[src/rtl/c_sel_merge2_d.sv]
// Purpose: clocked 2-to-1 conditional merge; forwards one pending branch downstream with a one-hot source tag and routes the downstream free back to it.
// Latency: drive sampled at edge E -> o_driveNext during the cycle after E+1; free sampled at F -> o_freeW during the cycle after F.
// Backpressure: one token in flight (single downstream credit); a re-drive on a still-pending branch is dropped and flagged on the sticky o_err.
// Build option: define CSELMERGE_RR_EN for round-robin arbitration; the default build uses fixed priority (branch 0 wins).
module c_sel_merge2_d #(
  parameter int DATA_WIDTH = 32
) (
  input  logic                  clk,
  input  logic                  rst,
  input  logic                  i_drive0,
  input  logic [DATA_WIDTH-1:0] i_data0,
  input  logic                  i_drive1,
  input  logic [DATA_WIDTH-1:0] i_data1,
  output logic                  o_free0,
  output logic                  o_free1,
  output logic                  o_driveNext,
  output logic [DATA_WIDTH-1:0] o_data,
  output logic                  o_valid0,
  output logic                  o_valid1,
  input  logic                  i_freeNext,
  output logic                  o_err
);

  localparam logic STATE_IDLE = 1'b0;
  localparam logic STATE_WAIT = 1'b1;

  logic                  state;
  logic                  credit;
  logic                  servedSel;
  logic                  pend0;
  logic                  pend1;
  logic [DATA_WIDTH-1:0] buf0;
  logic [DATA_WIDTH-1:0] buf1;
  logic                  winSel;
  logic                  launch;
  logic                  freeHit;
  logic                  clear0;
  logic                  clear1;

  // Transfer start and free routing decoded from the current state.
  always_comb begin
    launch  = (state == STATE_IDLE) && credit && (pend0 || pend1);
    freeHit = (state == STATE_WAIT) && i_freeNext;
    clear0  = freeHit && !servedSel;
    clear1  = freeHit && servedSel;
  end

`ifdef CSELMERGE_RR_EN
  logic lastPtr;

  // Round-robin: on a tie serve the branch that was not served last.
  always_comb begin
    winSel = 1'b0;
    if (pend0 && pend1) winSel = ~lastPtr;
    else                winSel = !pend0;
  end

  // Remember the last served branch; reset value 1 makes branch 0 win first.
  always_ff @(posedge clk or posedge rst) begin
    if (rst)         lastPtr <= 1'b1;
    else if (launch) lastPtr <= winSel;
  end
`else
  // Fixed priority: branch 0 wins whenever it is pending.
  always_comb begin
    winSel = !pend0;
  end
`endif

  // Capture branch tokens; a drive on a pending branch (even on its clearing edge) is dropped.
  always_ff @(posedge clk or posedge rst) begin
    if (rst) begin
      pend0 <= 1'b0;
      pend1 <= 1'b0;
      buf0  <= '0;
      buf1  <= '0;
    end else begin
      if (clear0) begin
        pend0 <= 1'b0;
      end else if (i_drive0 && !pend0) begin
        pend0 <= 1'b1;
        buf0  <= i_data0;
      end
      if (clear1) begin
        pend1 <= 1'b0;
      end else if (i_drive1 && !pend1) begin
        pend1 <= 1'b1;
        buf1  <= i_data1;
      end
    end
  end

  // Sticky protocol error: overlapping drives or a free with nothing in flight.
  always_ff @(posedge clk or posedge rst) begin
    if (rst) begin
      o_err <= 1'b0;
    end else if ((i_drive0 && pend0) || (i_drive1 && pend1) ||
                 (i_freeNext && state != STATE_WAIT)) begin
      o_err <= 1'b1;
    end
  end

  // Transfer FSM: launch the winner downstream, then wait for its free.
  always_ff @(posedge clk or posedge rst) begin
    if (rst) begin
      state       <= STATE_IDLE;
      credit      <= 1'b1;
      servedSel   <= 1'b0;
      o_driveNext <= 1'b0;
      o_free0     <= 1'b0;
      o_free1     <= 1'b0;
      o_data      <= '0;
      o_valid0    <= 1'b0;
      o_valid1    <= 1'b0;
    end else begin
      o_driveNext <= 1'b0;
      o_free0     <= 1'b0;
      o_free1     <= 1'b0;
      case (state)
        STATE_IDLE: begin
          if (launch) begin
            o_data      <= winSel ? buf1 : buf0;
            o_valid0    <= !winSel;
            o_valid1    <= winSel;
            o_driveNext <= 1'b1;
            servedSel   <= winSel;
            credit      <= 1'b0;
            state       <= STATE_WAIT;
          end
        end
        default: begin
          if (freeHit) begin
            o_free0 <= !servedSel;
            o_free1 <= servedSel;
            credit  <= 1'b1;
            state   <= STATE_IDLE;
          end
        end
      endcase
    end
  end

endmodule

[config.mk]
export PLATFORM = sky130hd
export DESIGN_NAME = c_sel_merge2_d
export DESIGN_NICKNAME = d
export VERILOG_FILES = /design/src/rtl/c_sel_merge2_d.sv
export SDC_FILE = /design/constraint.sdc
export NUM_CORES = 1
export LEC_CHECK = 0
export ABC_AREA = 1
export CELL_PAD_IN_SITES_DETAIL_PLACEMENT = 1
export CELL_PAD_IN_SITES_GLOBAL_PLACEMENT = 1
export CORE_MARGIN = 1
export CORE_UTILIZATION = 41
export CTS_BUF_LIST = sky130_fd_sc_hd__clkbuf_4
export CTS_CLUSTER_DIAMETER = 30
export DETAILED_ROUTE_END_ITERATION = 16
export HOLD_SLACK_MARGIN = 0.15
export PLACE_DENSITY_LB_ADDON = 0.1
export SLEW_MARGIN = 10
export SYNTH_ARGS = -nofsm -noshare
export SYNTH_HDL_FRONTEND = slang
export SYNTH_SLANG_ARGS = --single-unit
[constraint.sdc]
create_clock -name clk -period 7.6 [get_ports clk]
set_clock_uncertainty 0.05 [all_clocks]
set_input_delay 1.9 -clock clk [delete_from_list [all_inputs] [get_ports clk]]
set_output_delay 1.9 -clock clk [all_outputs]
set_load 0.1 [all_outputs]
==> impl_metrics.toml, run 1 <==
[status]
status = "finished clean"

[clock_tree]
path_clk_slew_ns = 0.15
cts_buffers = 9
cts.root.buffer_cell = "clkbuf_4"
cts_tree = "built"
cts_max_level = 3
clk_path_buf_depth = 2
postCtsSetupBuffers = 0
clk_latency_ns = 0.47
clkSinkCount = 106
ctsResizeCount = 0
postCtsHoldBufs = 0

[drt]
routed-via-count = 3986
wl_per_cell_um = 16.31
postRouteWirelength_mm = 12.91
dr.pass1.iters = 4
via_per_inst = 5.039
ant_nets = 0
drc = 0
drtIter0Drc = 144

[place]
dp_hpwl_mm = 8.288
io_buffers = 106
routabilityCongestion = 0.7921

[timing]
period_needed_ns = 4.051
timing.fmax_mhz = 246.8
setup_viol = 0
tns_ns = 0
finalHoldViolations = 0
drv_slew = 0
slew_headroom = 0.3335
rsz0062_at_grt = "false"
tightestPinTransition_ns = 0.9966
min_period_over_period = 0.5331
fin_hold_ws_ns = 0.4389

[global_routing]
overflow = 0
antenna_found_initial = 0
grt_pass1_wl_mm = 21.38
grt_usage = 0.2451
first_global_vias = 4190
grt_max_degree = 58

[setup_path]
r2r_end = "buf0[11]$_DFFE_PP0P_"
critPathSlowestCell = "nand2_2"
path_cells = "clkdlybuf4s50_1 -> nand3_2 -> nand2_2 -> nand2_1 -> nand2_1"
worstPathMaxFanout = 34
crit_required_ns = 7.96
slowest_delay_ns = 0.94
end_kind = "register"
reg2reg_from = "pend0$_DFFE_PP0P_"
cp_common_cell = "nand2_1"
worstSetupPathType = "in -> reg"
r2r_cells = 5
cp.arrival_ns = 4.41
rrSetupSlack_ns = 4.61
critPathLaunchType = "input pin"

[logic_synthesis]
postSynthCellCount = 559
async_flop_share = 1.000
synth.distinct_cells = 15
avgSynthCellArea_sq_um = 8.150
synth_nets = 628
yosysWarnings = 0
synth_enable_flop_cells = 0
synth_seq_area_share = 0.5825
synthFlopType = "dfrtp_1"
synth-seq-cells = 106
synth_area_sq_um = 4556

[power_and_ir_drop]
p_clk_frac = 0.104
irDropWorstVdd_mv = 0.2223
switchingPower_uw = 1399
power.density_nw_per_um2 = 463.7
p_comb_frac = 0.532
leakagePower_uw = 0.003006
p_seq_frac = 0.364
p_int_uw = 1265
switching_share = 0.5251

[layout]
seq_area_sq_um = 2654
layout_commonest_cell = "nand2_1"
drive_gt1_frac = 0.03994
final_cell_mix = "328 x nand2_1, 106 x clkdlybuf4s50_1, 105 x dfrtp_1, 66 x nand3_1, 10 x clkbuf_4"
multi_input_area_sq_um = 1675
antennaDiodeCount = 0
final_nets = 716
fillers = 1327
syn_to_final_growth_pct = 26.12

[floorplan]
die_height_um = 107.4
dieArea_sq_um = 11540
fp.coreArea_sq_um = 10840
start_util = 0.4202
fp-row-count = 38
ioPinCount = 107
die_w_um = 107.4

[min_path]
min_path_type = "reg -> reg"
min_from = "buf1[20]$_DFFE_PP0P_"
holdPathEnd = "buf1[20]$_DFFE_PP0P_"
holdPathStages = 2

[flow_run]
cap_violations = 0
-- critical path, delay by kind of cell --
family,cells,cell delay [ns]
buffers and inverters,1,0.59
AND/OR/NAND/NOR,4,1.89
-- per-layer routing --
layer / global-route usage / share of wire
met5: 0 / 0
met4: 0.08317 / 0.012
met3: 0.03329 / 0.052
met2: 0.4111 / 0.48
met1: 0.3269 / 0.46
-- cells in the mapped netlist (3+ instances only) --
master     n  area, sq um
o21ai_0    3        15.01
inv_1      9        33.78
buf_4     13        97.59
a21oi_1    3        15.01
dfrtp_1  105         2628
nor2_4     3        33.78
nor2_1     3        11.26
buf_2     16        80.08
nand3_1   66        330.3
nand2_1  328         1231
nand2_2    3        18.77
-- flip-flops by register name, summed over array words and instances, names as in the netlist --
register     flops
credit           1
pend1            1
pend0            1
buf0            32
buf1            32
o_driveNext      1
o_err            1
o_valid0         1
servedSel        1
o_free0          1
o_data          32
o_free1          1
state            1
-- stage by stage --
step	setup WS [ns]	total power [uW]	std cells	cell area, sq um	util
global placement	3.103	2370	776	5624	0.5188
global route	3.345	2855	791	5746	0.5300
detailed placement	3.022	2411	776	5624	0.5188
finish	3.549	2664	791	5746	0.5300
CTS	3.506	2692	791	5746	0.5300
floorplan	2.863	2044	559	4556	-
-- logic make-up after synthesis --
logic type | Yosys count | share of synthesized area
AND/OR/NAND/NOR | 405 | 0.3612
flip-flops | 106 | 0.5825
buffers and inverters | 42 | 0.04971
AO/OA/AOI/OAI | 6 | 0.006590
-- how the worst max path moves through the flow --
stage | depth (start not counted) | start | endpoint
final | 5 | i_freeNext | buf0[11]$_DFFE_PP0P_
after global routing | 5 | i_freeNext | buf0[24]$_DFFE_PP0P_
after CTS | 5 | i_freeNext | buf0[1]$_DFFE_PP0P_
after detailed placement | 5 | i_freeNext | buf0[11]$_DFFE_PP0P_
after global placement | 5 | i_freeNext | buf0[9]$_DFFE_PP0P_
after floorplan | 1 | rst | buf0[0]$_DFFE_PP0P_
-- power by group through the flow --
stage          registers [uW]  logic [uW]  clock network [uW]
6_report                  969        1420                 278
5_1_grt                  1000        1550                 307
4_1_cts                   970        1440                 286
3_5_place_dp              980        1430                   0
3_3_place_gp              970        1400                   0
2_1_floorplan            1490         552                   0
-- layout make-up --
class / instances / share of cell area
Sequential cell: 106 / 0.4619
Multi-Input combinational cell: 411 / 0.2916
Timing Repair Buffer: 108 / 0.1873
Tap cell: 140 / 0.03049
Clock buffer: 10 / 0.01307
Clock inverter: 5 / 0.008057
Inverter: 11 / 0.007622
Note: power is estimated with default switching activity, not from simulation.
==> run 2: changes to the inputs <==
- CORE_UTILIZATION: 41 -> 38
- clock period: 7.6 -> 4.1 ns (I/O delays scaled with it)
==> impl_metrics.toml, run 2 (synthesized netlist as in run 1, its figures left out) <==
[status]
status = "finished, violations left"
violations = "design-rule violations"

[setup_path]
critPathLaunch = "servedSel$_DFFE_PP0P_"
r2r_end = "state$_DFF_PP0_"
crit_required_ns = 3.02
worstSetupPathType = "reg -> out"
cp.arrival_ns = 2.04
rrSetupSlack_ns = 2.04
path_cells = "clkdlybuf4s50_1"
crit_end = "o_valid1"
r2r_cells = 4
cp_top_family = "buffers and inverters"
reg2reg_from = "pend0$_DFFE_PP0P_"
worstPathMaxFanout = 3
path_buf_inv = 1
slowest_delay_ns = 1.16
crit_cells = 1
end_kind = "primary output"
critPathLaunchType = "register"
critPathSlowestCell = "clkdlybuf4s50_1"

[timing]
min_period_over_period = 0.7605
setup_viol = 0
finalHoldViolations = 0
slew_headroom = 0.3364
tns_ns = 0
layout_setup_ws_ns = 0.9818
drv_slew = 0
tightestPinTransition_ns = 0.9923
period_needed_ns = 3.118
timing.fmax_mhz = 320.7
rsz0062_at_grt = "false"

[floorplan]
start_util = 0.3939
dieArea_sq_um = 12430
fp.coreArea_sq_um = 11560
die_w_um = 111.5
ioPinCount = 107
fp-row-count = 39
die_height_um = 111.5

[place]
routabilityCongestion = 0.7447
io_buffers = 106
dp_hpwl_mm = 7.999
post-place-ws_ns = 1.437

[global_routing]
grt_max_degree = 58
antenna_found_initial = 0
overflow = 0
grt_pass1_wl_mm = 21.65
first_global_vias = 4260
grt_usage = 0.2242

[power_and_ir_drop]
leakagePower_uw = 0.003037
p_clk_frac = 0.109
switching_share = 0.5243
p_seq_frac = 0.356
switchingPower_uw = 2605
p_comb_frac = 0.535
power.density_nw_per_um2 = 856.1
irDropWorstVdd_mv = 0.5642
p_int_uw = 2363

[drt]
postRouteWirelength_mm = 12.94
drtIter0Drc = 212
wl_per_cell_um = 16.20
dr.pass1.iters = 10
ant_nets = 0
routed-via-count = 3975
drc = 9
via_per_inst = 4.975

[clock_tree]
path_clk_slew_ns = 0.16
ctsResizeCount = 0
postCtsSetupBuffers = 0
clk_path_buf_depth = 2
cts_max_level = 3
cts_buffers = 9
postCtsHoldBufs = 0
cts.root.buffer_cell = "clkbuf_4"
clk_latency_ns = 0.46
clkSinkCount = 106
cts_tree = "built"

[min_path]
min_path_type = "reg -> reg"

[layout]
syn_to_final_growth_pct = 27.38
final_nets = 720
reg_top3 = "buf0 (32), buf1 (32), o_data (32)"
drive_gt1_frac = 0.05183
layout_commonest_cell = "nand2_1"
antennaDiodeCount = 0
final_cell_mix = "328 x nand2_1, 106 x clkdlybuf4s50_1, 105 x dfrtp_1, 66 x nand3_1, 10 x clkbuf_4"

[flow_run]
cap_violations = 0
==> run 2: cell types whose count changed in the layout (fill, tap and decap cells not counted), sizes merged <==
cell	delta
buf	+4
clkinvlp	+1
==> run 2: worst min path at each step <==
stage / startpoint / to / slack (ns) / cells past startpoint
6_report: buf0[22]$_DFFE_PP0P_ / buf0[22]$_DFFE_PP0P_ / 0.44 / 2
5_1_grt: buf0[22]$_DFFE_PP0P_ / buf0[22]$_DFFE_PP0P_ / 0.46 / 2
4_1_cts: buf0[22]$_DFFE_PP0P_ / buf0[22]$_DFFE_PP0P_ / 0.45 / 2
3_5_place_dp: buf0[17]$_DFFE_PP0P_ / buf0[17]$_DFFE_PP0P_ / 0.41 / 2
3_3_place_gp: buf1[4]$_DFFE_PP0P_ / buf1[4]$_DFFE_PP0P_ / 0.40 / 2
2_1_floorplan: buf0[25]$_DFFE_PP0P_ / buf0[25]$_DFFE_PP0P_ / 0.39 / 2
==> run 2: layout make-up <==
type                    count  area (sq um)
flip-flops and latches    106          2654
clock buffers              10         75.07
multi-input cells         411          1675
repair buffers            112          1119
inverters                  11         43.79
fillers                  1427          5762
clock inverters             6         57.56
well taps                 143         178.9
==> run 2: power groups by stage <==
stage,combinational [uW],sequential [uW],clock (uW)
final,2660,1770,542
after global routing,2880,1830,597
after CTS,2700,1770,557
after detailed placement,2690,1790,0
after global placement,2640,1770,0
after floorplan,1020,2770,0
==> run 2: through the flow <==
stage / hold WS, ns / power (uW) / util / std cells / area, sq um
after floorplan: 0.3917 / 3789 / - / 559 / 4556
after global routing: 0.4589 / 5313 / 0.5018 / 799 / 5803
after CTS: 0.4452 / 5030 / 0.5018 / 799 / 5803
after detailed placement: 0.4097 / 4487 / 0.4903 / 783 / 5670
after global placement: 0.4039 / 4408 / 0.4903 / 783 / 5670
final: 0.4421 / 4968 / 0.5018 / 799 / 5803
==> run 2: layer usage <==
metal  share of wire  track usage  wire (um)  up-vias
met4           0.016      0.08018        206        0
met2            0.48       0.3788       6274      103
met3           0.044      0.03212        567       15
li1                -            -          -     1906
met1            0.46       0.2947       5892     1951
met5               0            0          0        -
==> run 3: changes to the inputs <==
- CORE_UTILIZATION: 38 -> 34
- clock period: 4.1 -> 2.6 ns (I/O delays scaled with it)
==> impl_metrics.toml, run 3 (synthesized netlist as in run 1, its figures left out) <==
[status]
status = "finished clean"

[timing]
fin_hold_ws_ns = 0.4389
tns_ns = 0
tightestPinTransition_ns = 0.7543
drv_slew = 0
rsz0062_at_grt = "false"
min_period_over_period = 0.7451
period_needed_ns = 1.937
slew_headroom = 0.4953
timing.fmax_mhz = 516.2
setup_viol = 0
finalHoldViolations = 0

[setup_path]
worstPathMaxFanout = 3
slowest_delay_ns = 0.43
crit_required_ns = 1.90
worstSetupPathType = "reg -> out"
cp.arrival_ns = 1.24
cp_top_family = "flip-flops"
path_cells = "buf_4"
critPathSlowestCell = "dfrtp_1"
path_buf_inv = 1
critPathLaunchType = "register"
end_kind = "primary output"

[global_routing]
busiest_layer = "met2"
grtUsageMet2 = 0.3353
grt_max_degree = 107
grt.met1_usage = 0.2665
antenna_found_initial = 0
overflow = 0
first_global_vias = 4105
grt_util_met3 = 0.04457
grt_pass1_wl_mm = 21.76
grt_usage = 0.2036

[place]
routabilityCongestion = 0.7116
io_buffers = 106
numPlacedInstances = 817
dp_hpwl_mm = 8.577

[layout]
fin_util = 0.4501
syn_to_final_growth_pct = 26.72
drive_gt1_frac = 0.1135
final_nets = 725
final_cell_mix = "328 x nand2_1, 104 x dfrtp_1, 68 x clkdlybuf4s50_1, 66 x nand3_1, 47 x buf_4"
reg_top3 = "buf0 (32), buf1 (32), o_data (32)"
finalNonFillerCells = 833
layout_commonest_cell = "nand2_1"
antennaDiodeCount = 0

[clock_tree]
cts_tree = "built"
cts_buffers = 9
clk_path_buf_depth = 2
postCtsSetupBuffers = 0
clkSinkCount = 106
ctsResizeCount = 0
cts_max_level = 3
postCtsHoldBufs = 0
cts.root.buffer_cell = "clkbuf_4"
clk_latency_ns = 0.49
path_clk_slew_ns = 0.16

[power_and_ir_drop]
power.density_nw_per_um2 = 1333
irDropWorstVdd_mv = 0.5533
leakagePower_uw = 0.003101

[drt]
ant_nets = 0
via_per_inst = 4.696
wl_per_cell_um = 15.64
drtIter0Drc = 191
dr.pass1.iters = 4
drc = 0
routed-via-count = 3912
postRouteWirelength_mm = 13.03

[floorplan]
dieArea_sq_um = 13870
die_w_um = 117.8
start_util = 0.3552
die_height_um = 117.8
ioPinCount = 107
fp-row-count = 41
fp.coreArea_sq_um = 12820

[min_path]
min_path_type = "reg -> reg"

[flow_run]
cap_violations = 0
[run 3: cell count changes in the layout (fill, tap and decap cells not counted), moves of 2 or more]
cell	before	now
clkinv_2	4	0
buf_4	5	47
clkinv_1	0	3
clkdlybuf4s50_1	106	68
clkbuf_4	10	12
[run 3: per-stage QoR]
| stage | worst slack, ns | power (uW) | cell area, sq um |
|---|---|---|---|
| floorplan | 0.6273 | 5975 | 4559 |
| global placement | 0.4200 | 6914 | 5664 |
| detailed placement | 0.3390 | 7040 | 5664 |
| CTS | 0.6149 | 7815 | 5773 |
| global route | 0.5596 | 8286 | 5773 |
| finish | 0.6626 | 7696 | 5773 |
[run 3: worst paths after layout]
check                                       from               endpoint  slack (ns)  cells after the start
min in group asynchronous                    rst  o_data[0]$_DFFE_PP0P_        0.59                      3
max                        servedSel$_DFFE_PP0P_               o_valid1        0.66                      1
min reg2reg                 buf0[22]$_DFFE_PP0P_   buf0[22]$_DFFE_PP0P_        0.44                      2
max in group asynchronous                    rst      pend0$_DFFE_PP0P_        1.43                      3
min                         buf0[22]$_DFFE_PP0P_   buf0[22]$_DFFE_PP0P_        0.44                      2
max reg2reg                    pend0$_DFFE_PP0P_        state$_DFF_PP0_        0.96                      4
[run 3: per-layer routing]
layer	part of all wire	vias to the layer above
met5	0	-
li1	-	1921
met1	0.46	1905
met3	0.040	11
met2	0.49	75
met4	0.013	0
[run 3: final cells by class]
type / count / area (sq um)
repair buffers: 117 / 1074
flip-flops and latches: 106 / 2655
well taps: 172 / 215.2
clock inverters: 4 / 18.77
clock buffers: 12 / 90.09
fillers: 1581 / 7052
inverters: 11 / 45.04
multi-input cells: 411 / 1675
[run 3: power breakdown]
group	switching [uW]	total (uW)	internal, uW
clock	540	761	221
sequential	447	2820	2380
combinational	3090	4110	1020
